--- src/rtl/vga_fb_arbiter.sv ---
`timescale 1ns/1ps
// -----------------------------------------------------------------------------
// vga_fb_arbiter
//
// Shares one single-port synchronous framebuffer RAM between the display
// scan-out and a CPU write channel. The display always wins. CPU writes wait
// in a small FIFO and are drained into idle RAM cycles. If vblank_only is
// set, they are drained only during vertical blanking.
//
// Ports
//   clk, reset_n              pixel clock; asynchronous active-low reset
//   hdata_in, vdata_in        current pixel column / line from timing gen
//   de_in, hsync_in, vsync_in timing-generator data enable and syncs
//   vblank_only               1 = drain CPU writes only in vertical blanking
//   cpu_wr_valid/ready        CPU write handshake; cpu_addr, cpu_wdata payload
//   mem_addr, mem_rd, mem_wr  RAM control (read latency 1)
//   mem_wdata, mem_rdata      RAM write / read data
//   pix_rgb                   RGB565 pixel, aligned with de_o/hsync_o/vsync_o
//   de_o, hsync_o, vsync_o    timing inputs delayed by two clocks
//   frame_irq                 one-cycle pulse on entry to vertical blanking
//   region_state              debug: current region FSM state
//   fill_level                debug: CPU write FIFO occupancy
// -----------------------------------------------------------------------------
module vga_fb_arbiter #(
  parameter int WIDTH  = 12,
  parameter int HSIZE  = 800,
  parameter int VSIZE  = 600,
  parameter int AW     = 19,
  parameter int FDEPTH = 4
) (
  input  logic                     clk,
  input  logic                     reset_n,
  input  logic [WIDTH-1:0]         hdata_in,
  input  logic [WIDTH-1:0]         vdata_in,
  input  logic                     de_in,
  input  logic                     hsync_in,
  input  logic                     vsync_in,
  input  logic                     vblank_only,
  input  logic                     cpu_wr_valid,
  output logic                     cpu_wr_ready,
  input  logic [AW-1:0]            cpu_addr,
  input  logic [15:0]              cpu_wdata,
  output logic [AW-1:0]            mem_addr,
  output logic                     mem_rd,
  output logic                     mem_wr,
  output logic [15:0]              mem_wdata,
  input  logic [15:0]              mem_rdata,
  output logic [15:0]              pix_rgb,
  output logic                     de_o,
  output logic                     hsync_o,
  output logic                     vsync_o,
  output logic                     frame_irq,
  output logic [1:0]               region_state,
  output logic [$clog2(FDEPTH):0]  fill_level
);

  localparam int PW = $clog2(FDEPTH);

  localparam logic [WIDTH-1:0] HSIZE_W  = WIDTH'(HSIZE);
  localparam logic [WIDTH-1:0] VSIZE_W  = WIDTH'(VSIZE);
  localparam logic [PW:0]      CNT_FULL = (PW+1)'(FDEPTH);

  localparam logic [1:0] ST_ACTIVE = 2'd0;
  localparam logic [1:0] ST_HBLANK = 2'd1;
  localparam logic [1:0] ST_VBLANK = 2'd2;

  // ---------------------------------------------------------------------------
  // Region FSM: a registered copy of where the timing generator currently is.
  // Because it is registered, the drain decision sees the region of the
  // previous cycle. Reset puts it in VBLANK. As a result, an entry into
  // VBLANK straight after reset produces no frame_irq.
  // ---------------------------------------------------------------------------
  logic [1:0] state;
  logic [1:0] state_next;
  logic       in_vblank;

  assign in_vblank = (vdata_in >= VSIZE_W);

  always_comb begin
    state_next = ST_ACTIVE;
    if (in_vblank) begin
      state_next = ST_VBLANK;
    end else if (hdata_in >= HSIZE_W) begin
      state_next = ST_HBLANK;
    end
  end

  always_ff @(posedge clk or negedge reset_n) begin
    if (!reset_n) begin
      state     <= ST_VBLANK;
      frame_irq <= 1'b0;
    end else begin
      state     <= state_next;
      frame_irq <= (state_next == ST_VBLANK) && (state != ST_VBLANK);
    end
  end

  assign region_state = state;

  // ---------------------------------------------------------------------------
  // CPU write FIFO.
  // Handshake: a write transfers on every clock edge where cpu_wr_valid and
  // cpu_wr_ready are both 1. Once the CPU raises cpu_wr_valid, it must keep
  // valid, cpu_addr and cpu_wdata stable until the transfer happens.
  // cpu_wr_ready depends only on FIFO state, never on cpu_wr_valid. It stays
  // low during reset and for the rest of that cycle. It goes high at the
  // first clock edge after reset is released.
  // ---------------------------------------------------------------------------
  logic [AW-1:0] fifo_addr [FDEPTH];
  logic [15:0]   fifo_data [FDEPTH];
  logic [PW-1:0] wr_ptr;
  logic [PW-1:0] rd_ptr;
  logic [PW:0]   count;
  logic          ready_en;
  logic          push;
  logic          pop;
  logic          drain;

  assign cpu_wr_ready = ready_en && (count != CNT_FULL);
  assign push         = cpu_wr_valid && cpu_wr_ready;

  // A CPU write may use the RAM only when the display does not need it.
  assign drain = (count != '0) && !de_in &&
                 (!vblank_only || (state == ST_VBLANK));
  assign pop   = drain;

  always_ff @(posedge clk or negedge reset_n) begin
    if (!reset_n) begin
      ready_en <= 1'b0;
      wr_ptr   <= '0;
      rd_ptr   <= '0;
      count    <= '0;
    end else begin
      ready_en <= 1'b1;
      if (push) begin
        wr_ptr <= wr_ptr + PW'(1);
      end
      if (pop) begin
        rd_ptr <= rd_ptr + PW'(1);
      end
      case ({push, pop})
        2'b10:   count <= count + (PW+1)'(1);
        2'b01:   count <= count - (PW+1)'(1);
        default: count <= count;
      endcase
    end
  end

  // Storage needs no reset. Reset empties the FIFO through the pointers and
  // the count, so stale entries can never be popped.
  always_ff @(posedge clk) begin
    if (push) begin
      fifo_addr[wr_ptr] <= cpu_addr;
      fifo_data[wr_ptr] <= cpu_wdata;
    end
  end

  assign fill_level = count;

  // ---------------------------------------------------------------------------
  // Display address counter. It is cleared on any cycle inside vertical
  // blanking, so every frame starts at address 0 whatever happened before.
  // ---------------------------------------------------------------------------
  logic [AW-1:0] pix_addr;

  always_ff @(posedge clk or negedge reset_n) begin
    if (!reset_n) begin
      pix_addr <= '0;
    end else if (in_vblank) begin
      pix_addr <= '0;
    end else if (de_in) begin
      pix_addr <= pix_addr + AW'(1);
    end
  end

  // ---------------------------------------------------------------------------
  // RAM port. mem_rd follows de_in combinationally, including during reset.
  // mem_wr is only possible when de_in=0, so the two never overlap.
  // ---------------------------------------------------------------------------
  assign mem_rd    = de_in;
  assign mem_wr    = drain;
  assign mem_addr  = de_in ? pix_addr : fifo_addr[rd_ptr];
  assign mem_wdata = fifo_data[rd_ptr];

  // ---------------------------------------------------------------------------
  // Output pipeline. Stage 1 lines the timing up with the RAM read latency.
  // Stage 2 registers the read word so that it lines up with de_o. The
  // delayed data enable gates the pixel, so blanked pixels are always black
  // whatever stale word the RAM is still presenting.
  // ---------------------------------------------------------------------------
  logic de_d1;
  logic hs_d1;
  logic vs_d1;

  always_ff @(posedge clk or negedge reset_n) begin
    if (!reset_n) begin
      de_d1   <= 1'b0;
      hs_d1   <= 1'b0;
      vs_d1   <= 1'b0;
      de_o    <= 1'b0;
      hsync_o <= 1'b0;
      vsync_o <= 1'b0;
      pix_rgb <= 16'h0000;
    end else begin
      de_d1   <= de_in;
      hs_d1   <= hsync_in;
      vs_d1   <= vsync_in;
      de_o    <= de_d1;
      hsync_o <= hs_d1;
      vsync_o <= vs_d1;
      pix_rgb <= de_d1 ? mem_rdata : 16'h0000;
    end
  end

endmodule

--- config.mk ---
export PLATFORM = sky130hd
export DESIGN_NAME = vga_fb_arbiter
export DESIGN_NICKNAME = d
export VERILOG_FILES = /design/src/rtl/vga_fb_arbiter.sv
export SDC_FILE = /design/constraint.sdc
export NUM_CORES = 1
export LEC_CHECK = 0
export BUFFER_PORTS_ARGS = -buffer_cell sky130_fd_sc_hd__buf_4
export CAP_MARGIN = 20
export CORE_MARGIN = 8
export CORE_UTILIZATION = 40
export DETAILED_ROUTE_END_ITERATION = 7
export PLACE_DENSITY = 0.63
export SYNTH_ARGS = -nofsm -noshare
export SYNTH_HDL_FRONTEND = slang
export SYNTH_SLANG_ARGS = --single-unit
--- constraint.sdc ---
create_clock -name clk -period 3.6 [get_ports clk]
set_input_delay 0.72 -clock clk [delete_from_list [all_inputs] [get_ports clk]]
set_output_delay 0.72 -clock clk [all_outputs]
set_load 0.01 [all_outputs]
=== Word-level counts from Yosys, hierarchy flattened ===
Memories as Yosys holds them, arrays and structs flattened.
Index checks and enable logic that the tools add are counted.

* $add $sub $neg: 5
* $lt $le $gt $ge: 2
* Equality and inequality tests: 6
* Mux-type cells: 9
* Reduce and logical (&&, ||, !) cells: 11

{| class="wikitable"
|+ Operators by type and width
! operator !! number
|-
| $mux W19 || 3
|-
| $ge A12 B10 Y1 const B || 2
|-
| $add A19 B1 Y19 const B || 1
|-
| $mux W16 || 1
|-
| $eq A2 B2 Y1 const B || 3
|-
| $pmux W3 S2 || 1
|-
| $logic_and A1 B1 Y1 || 5
|-
| $add A2 B1 Y2 const B || 2
|-
| $reduce_bool A2 Y1 || 2
|-
| $add A3 B1 Y3 const B || 1
|-
| $mux W1 || 3
|-
| $ne A3 B3 Y1 const B || 1
|-
| $reduce_bool A3 Y1 || 1
|-
| $sub A3 B1 Y3 const B || 1
|-
| $eq A2 B1 Y1 const B || 1
|-
| $logic_not A1 Y1 || 2
|-
| $mux W2 || 1
|-
| $ne A2 B2 Y1 const B || 1
|-
| $logic_or A1 B1 Y1 || 1
|}

* Register bits after elaboration: 52
* RAM bits: 140
* Bits of input ports: 82
* Output and inout bits: 63
* Logic and storage cells: 49
* Memories: 2

{| class="wikitable"
|+ Memory list
! name !! depth !! bits a word !! rd ports !! clocked after Yosys merged registers in !! write ports !! RTL line !! RTL
|-
| fifo_addr || 4 || 19 || 1 || 0 || 1 || 109 || <nowiki>logic [AW-1:0] fifo_addr [FDEPTH];</nowiki>
|-
| fifo_data || 4 || 16 || 1 || 0 || 1 || 110 || <nowiki>logic [15:0] fifo_data [FDEPTH];</nowiki>
|}

=== Logic depth before layout (Yosys ltp) ===
Gate-level depths: netlist of the first run.

* Depth after elaboration: 5
* Mapped depth: 10

=== Least setup slack after synthesis of the first run ===
No wires, ideal clock.

* Path kind: in2reg
* Start point: in de_in
* End point: reg count[2], in the netlist fill_level[2]
* Setup time: 79 ps
* Arrival time: 2490 ps
* Required time: 3521 ps
* Setup slack: 1031 ps
* Stages on the path: 8
* Buffers on the path: 1
* Cells stage by stage: buf_2 a211oi_1 ha_1 inv_1 fa_1 xor2_1 nor2_1 xor2_1

* Cells in the longest elaborated chain, start to end: 5
* Elaborated cells between the ends (all ways): 7
* Those cells by class: eq/ne: 2; mux: 1; reduce/logical: 4

{| class="wikitable"
|+ RTL lines
! item !! RTL line !! RTL
|-
| from (decl) || 35 || <nowiki>input logic de_in,</nowiki>
|-
| $logic_not A1 Y1 (*) || 123 || <nowiki>assign drain = (count != '0) && !de_in &&</nowiki>
|-
| $logic_and A1 B1 Y1 (*) (2 in a row) || 123 ||
|-
| via mem_wr || 45 || <nowiki>output logic mem_wr,</nowiki>
|-
| $eq A2 B1 Y1 or $eq A2 B2 Y1 (tied branches) || 141 || <nowiki>case ({push, pop})</nowiki>
|-
| $pmux W3 S2 or $reduce_bool A2 Y1 (tied branches) || - ||
|-
| to (signal assigned) || 142 || <nowiki>2'b10: count <= count + (PW+1)'(1);</nowiki>
|-
| to (signal assigned) || 143 || <nowiki>2'b01: count <= count - (PW+1)'(1);</nowiki>
|-
| to (signal assigned) || 144 || <nowiki>default: count <= count;</nowiki>
|-
| to (decl) || 113 || <nowiki>logic [PW:0] count;</nowiki>
|}

Mark *: on every way through the listed nets, which the timed path passes. The rest lies on a longest branch.
A chain may end at the register's enable or synchronous reset.

=== Worst setup path after layout of the first run ===
* Start point: reg rd_ptr[0]
* End point: out mem_addr[16]

* Cells in the longest elaborated chain, start to end: 2

{| class="wikitable"
|+ RTL lines
! item !! RTL line !! RTL
|-
| from (decl) || 112 || <nowiki>logic [PW-1:0] rd_ptr;</nowiki>
|-
| from (signal assigned) || 139 || <nowiki>rd_ptr <= rd_ptr + PW'(1);</nowiki>
|-
| $mem_v2 Z4 W19 || - ||
|-
| $mux W19 || 182 || <nowiki>assign mem_addr = de_in ? pix_addr : fifo_addr[rd_ptr];</nowiki>
|-
| to (decl) || 43 || <nowiki>output logic [AW-1:0] mem_addr,</nowiki>
|}

Every way passes these cells.

==> results of run 1 <==
==> cells in the final DEF (no fill, tap or decap), types with 2 or more instances in the layout <==
| master | count |
|---|---|
| clkbuf_1 | 4 |
| edfxtp_1 | 140 |
| clkinv_2 | 3 |
| a21oi_1 | 8 |
| o21ai_0 | 6 |
| mux2_2 | 20 |
| clkbuf_16 | 17 |
| nand4_1 | 5 |
| nand4_4 | 2 |
| nor3_1 | 2 |
| xor2_1 | 10 |
| or3_1 | 3 |
| buf_4 | 140 |
| inv_1 | 7 |
| clkinvlp_4 | 3 |
| clkinv_1 | 2 |
| o31ai_1 | 2 |
| nor4_1 | 2 |
| ha_1 | 6 |
| mux4_2 | 35 |
| and3_2 | 5 |
| clkinv_4 | 2 |
| nor2_1 | 16 |
| xnor2_1 | 8 |
| and2_1 | 18 |
| nand3_1 | 2 |
| dfrtp_1 | 50 |
| nand2_1 | 11 |
| or4_1 | 2 |
==> routing by layer <==
layer | share of wire | routed length, um | vias up | global-route usage
li1 | - | - | 1802 | -
met1 | 0.43 | 6440 | 1986 | 0.156
met2 | 0.49 | 7240 | 121 | 0.216
met3 | 0.073 | 1090 | 12 | 0.0570
met4 | 0.0091 | 136 | 0 | 0.0414
met5 | 0 | 0 | - | 0
==> registers in the layout, indices dropped and copies added (netlist names) <==
name          cells
vs_d1             1
frame_irq         1
rd_ptr            2
fifo_addr        76
vsync_o           1
pix_rgb          16
hs_d1             1
de_d1             1
pix_addr         19
de_o              1
fifo_data        64
region_state      2
wr_ptr            2
fill_level        3
ready_en          1
hsync_o           1
==> power by group <==
part           internal [W]  total [W]  switching [W]
Clock              0.000946    0.00171       0.000763
Combinational      0.000823    0.00160       0.000782
Sequential          0.00262    0.00269      0.0000706
Total               0.00439    0.00601        0.00162
==> through the flow <==
step / utilization / std cells
final: 0.501 / 781
after global routing: 0.501 / 781
after CTS: 0.501 / 781
after detailed placement: 0.472 / 749
after global placement: 0.472 / 749
after floorplan: - / 392
==> logic make-up after synthesis <==
family          synth area share
fa+ha+maj                 0.0128
flops                      0.740
buf+inv                   0.0138
simple gates              0.0587
compound gates            0.0155
mux                        0.138
other cells             0.000504
xor+xnor                  0.0212
==> worst paths after layout <==
kind	start	end	slack, ns	depth (start not counted)
max	rd_ptr[0]$_DFFE_PN0P_	mem_addr[16]	0.66	4
min	reset_n	pix_addr[15]$_DFFE_PN0P_	0.31	1
max reg2reg	region_state[1]$_DFF_PN1_	fill_level[2]$_DFFE_PN0P_	1.16	8
min reg2reg	hs_d1$_DFF_PN0_	hsync_o$_DFF_PN0_	0.35	0
max in group asynchronous	reset_n	rd_ptr[0]$_DFFE_PN0P_	2.78	1
min in group clk	hs_d1$_DFF_PN0_	hsync_o$_DFF_PN0_	0.35	0
==> layout make-up <==
class                           instances  area share
Multi-Input combinational cell        176       0.199
Sequential cell                       192       0.596
Inverter                                7     0.00284
Timing Repair Buffer                  140       0.114
Tap cell                              234      0.0317
Clock inverter                         11      0.0100
Clock buffer                           21      0.0476
==> worst max-delay path, cell delays in order, from the launching register on <==
cell,delay (ns)
dfrtp_2,0.35
buf_4,0.39
mux4_2,0.60
mux2_2,0.29
buf_4,0.14
==> summary.txt, run 1 <==
Die
  • Die ar.: 23200 um2
  • Initial Util: 0.403
  • Core box area: 18500 um2
  • FP Rows: 50
  • Number of I/O pins: 145
  • Die Y: 152 um
  • Die width: 152 um

Clock tree
  • H-tree lvl count: 4
  • # hold bufs at CTS: 0
  • Num CTS Buffers: 17
  • Skew-Pair Late Insertion Delay: 0.42 ns
  • CTS Sinks: 192
  • Clk slew on worst S/H paths: 0.07 ns
  • CTS Buffer Depth: 2
  • Setup bufs post-CTS: 0
  • CTS tree: done
  • PostCTS Resize Cnt: 0
  • Root buf cell: clkbuf_16

Drt
  • DRC: 0
  • Drt first pass iters: 5
  • WL final: 14900 um
  • Per-cell routed wire length: 19.1 um
  • DRT iter0 DRCs: 245
  • ANT nets after route: 0
  • Via density: 5.02
  • Via count: 3921

Logic synthesis
  • Ys flop type: edfxtp_1
  • Syn_area_per_cell: 19.0 um2
  • Synth cell count leaders: 140 x edfxtp_1, 51 x dfrtp_1, 35 x mux4_2
  • Top-count cell post-synth: edfxtp_1
  • Area of the mapped netlist: 7440 um2
  • Post-synth ARST share: 0.271
  • Synth warn: 0
  • Post-synthesis sequential area ratio: 0.740
  • Post-synth top area share: 0.565
  • Post-Syn Instances: 392
  • Leading area contributor after synthesis: edfxtp_1
  • Synth top area cells: edfxtp_1 56%, dfrtp_1 17%, mux4_2 11%
  • Synthesized flop and latch total: 192
  • Synth cell types: 41
  • Number of synthesized flops with an enable pin: 140
  • Syn_nets: 481

STA
  • Post-route minimum period: 2.94 ns
  • Clock Skews: 0.00847 ns
  • Final setup TNS: 0 ns
  • Final Setup Violations: 0
  • Setup WS post-layout: 0.657 ns
  • Worst-Margin Slew: 0.966 ns
  • WHS: 0.313 ns
  • RSZ-0062 raised after global routing: no
  • Final Hold Fails: 0
  • Fmax: 340 MHz
  • Final Cycle Share: 0.817
  • Normalized max-slew margin: 0.356
  • Final Max Slew Viols: 0

Worst setup path
  • CP Capture Type: primary output
  • Crit path max fanout: 22
  • WP data required: 2.88 ns
  • Arrival @ worst endpoint: 2.22 ns
  • Startpoint types: flip-flop
  • Critical Setup Path Class: reg2out

Power and ir drop
  • Leak: 3.50 nW
  • P per Cell Area: 650 nW/um2
  • Max VDD drop: 356 uV
  • Power consumption: 0.00601 W

GRT
  • Vias in the first global route: 4248
  • Total GRT Usage: 0.133
  • Initial antenna violation count: 0
  • Largest net degree at the start of global routing: 53
  • Global-route wire length before repair: 23700 um
  • Total gr overflow: 0

Place
  • Post-DP HPWL: 9650 um
  • Post-Place Setup Slack: 0.901 ns
  • Post-DP Area: 8710 um2
  • Placer Congestion: 0.703
  • IO buf count: 136

Final layout
  • Reg area: 5510 um2
  • Multi-input logic area: 1840 um2
  • Nets: 623
  • Antenna diodes: 0
  • Share of cells above drive strength 1: 0.426
  • Filler cells: 1554
  • Design area: 9250 um2
  • Area delta synth->final: 24.3%

Worst hold path
  • Min-Delay Path Class: in2async

Run
  • Max cap viols: 0

Outcome
  • Outcome: completed
No activity file was read; power rests on OpenSTA's default activity.
==> run 2, diff against run 1 <==
==> constraint.sdc (replaced) <==
create_clock -name clk -period 3 [get_ports clk]
set_input_delay 0.6 -clock clk [delete_from_list [all_inputs] [get_ports clk]]
set_output_delay 0.6 -clock clk [all_outputs]
set_load 0.01 [all_outputs]
==> run 2 against run 1 <==
Global-route usage is 0.12 points lower. Die area is the same. Core utilization up 0.87 points. Cell area increased by 1.7%. Clock-buffer cell count down 2. Combinational power is 24% higher. Via count down 0.46%. Sequential share of layout area down 1.0 points. Flip-flop and latch count did not move. Cell count grew 1.2%. Wire length grew 0.34%. Register-to-register slack worse by 0.37 ns. Largest cell class unchanged.
==> summary.txt, run 2 (synthesis results as in run 1) <==
STA
  • Clock Skews: 0.0134 ns
  • Normalized max-slew margin: 0.553
  • RSZ-0062 raised after global routing: no
  • Worst-Margin Slew: 0.670 ns
  • Final Max Slew Viols: 0
  • Setup WS post-layout: 0.212 ns
  • Final setup TNS: 0 ns
  • Post-route minimum period: 2.79 ns
  • WHS: 0.215 ns
  • Final Cycle Share: 0.929
  • Fmax: 359 MHz
  • Final Setup Violations: 0
  • Final Hold Fails: 0

GRT
  • Largest net degree at the start of global routing: 53
  • Global-route wire length before repair: 23400 um
  • Grt met3 use: 0.0576
  • Total gr overflow: 0
  • GRT Max-Usage Layer: met2
  • GRT met2 Usage: 0.223
  • Vias in the first global route: 4287
  • Total GRT Usage: 0.131
  • Met1 global-route usage: 0.148
  • Initial antenna violation count: 1

Worst hold path
  • Min-Delay Path Class: in2async

Die
  • Core box area: 18500 um2
  • Die width: 152 um
  • FP Rows: 50
  • Die Y: 152 um
  • Initial Util: 0.403
  • Die ar.: 23200 um2
  • Number of I/O pins: 145

Run
  • Max cap viols: 0

Worst setup path
  • Crit. Startpoint: rd_ptr[0]$_DFFE_PN0P_
  • Reg2reg setup slack: 0.79 ns
  • Critical Setup Path Class: reg2out
  • Arrival @ worst endpoint: 2.19 ns
  • CP Capture Type: primary output
  • Worst reg2reg path depth: 9
  • Crit path max fanout: 10
  • Startpoint types: flip-flop
  • WP data required: 2.40 ns
  • Reg2reg start: region_state[1]$_DFF_PN1_

Final layout
  • Most common cell after layout, fill and taps aside: buf_4
  • Area delta synth->final: 26.5%
  • Regs by FF count: fifo_addr x76, fifo_data x64, pix_addr x19
  • Commonest non-fill, non-tap cells in the layout: 146 x buf_4, 140 x edfxtp_1, 50 x dfrtp_1, 35 x mux4_2, 20 x mux2_2
  • Reg with most FFs: fifo_addr
  • Nets: 632
  • Largest register FFs: 76
  • Share of cells above drive strength 1: 0.442
  • Finished Layout Cells: 790
  • Antenna diodes: 0
  • Design area: 9410 um2

Place
  • IO buf count: 136
  • Inst Count DP: 758
  • Post-Place Setup Slack: 0.594 ns
  • Placer Congestion: 0.692
  • Post-DP HPWL: 10200 um
  • Post-DP Area: 8820 um2

Clock tree
  • # hold bufs at CTS: 0
  • CTS tree: done
  • CTS Sinks: 192
  • PostCTS Resize Cnt: 0
  • CTS Buffer Depth: 2
  • Root buf cell: clkbuf_16
  • Clk slew on worst S/H paths: 0.07 ns
  • Skew-Pair Late Insertion Delay: 0.42 ns
  • Num CTS Buffers: 17
  • H-tree lvl count: 4
  • Setup bufs post-CTS: 0

Drt
  • Via density: 4.94
  • Drt first pass iters: 4
  • WL final: 15000 um
  • ANT nets after route: 0
  • DRT iter0 DRCs: 184
  • DRC: 0
  • Per-cell routed wire length: 18.9 um
  • Via count: 3903

Power and ir drop
  • P per Cell Area: 794 nW/um2
  • Leak: 3.59 nW
  • Max VDD drop: 405 uV

Outcome
  • Outcome: completed
==> run 2: cell types whose count changed in the layout (fill, tap and decap cells not counted), moves of 2 or more <==
cell and delta:
clkbuf_1 -2, clkinv_1 -2, buf_4 +6, buf_12 +3, inv_6 +2
==> run 2: routing by layer <==
metal  up-vias  wire, um
li1       1817         -
met1      1961      6160
met2       114      7490
met3         9      1210
met4         2        93
met5         -        13
==> run 2: metrics by stage <==
step | utilization | power [W]
floorplan | - | 0.00443
global placement | 0.478 | 0.00533
detailed placement | 0.478 | 0.00537
CTS | 0.510 | 0.00760
global route | 0.510 | 0.00784
finish | 0.510 | 0.00747
==> run 2: worst paths after layout <==
check | endpoint
setup reg to reg | fill_level[2]$_DFFE_PN0P_
max in group asynchronous | rd_ptr[0]$_DFFE_PN0P_
min in group clk | vs_d1$_DFF_PN0_
setup / recovery | mem_addr[17]
hold reg to reg | vsync_o$_DFF_PN0_
hold / removal | pix_addr[12]$_DFFE_PN0P_
==> run 2: layout make-up <==
cell class	count	area, um2
Tap cell	234	293
Sequential cell	192	5510
Timing Repair Buffer	149	1160
Clock buffer	19	433
Multi-Input combinational cell	176	1840
Clock inverter	13	156
Inverter	7	26.3
Fill cell	1521	9050
==> run 2: power by group <==
group | internal, W | total [W] | switching [W]
logic | 0.00106 | 0.00199 | 0.000925
registers | 0.00314 | 0.00326 | 0.000123
clock network | 0.00125 | 0.00221 | 0.000965
==> run 2: critical path: stages (launching register included) <==
cell,delay [ns]
dfrtp_2,0.60
buf_4,0.22
mux4_2,0.52
mux2_2,0.29
buf_4,0.14
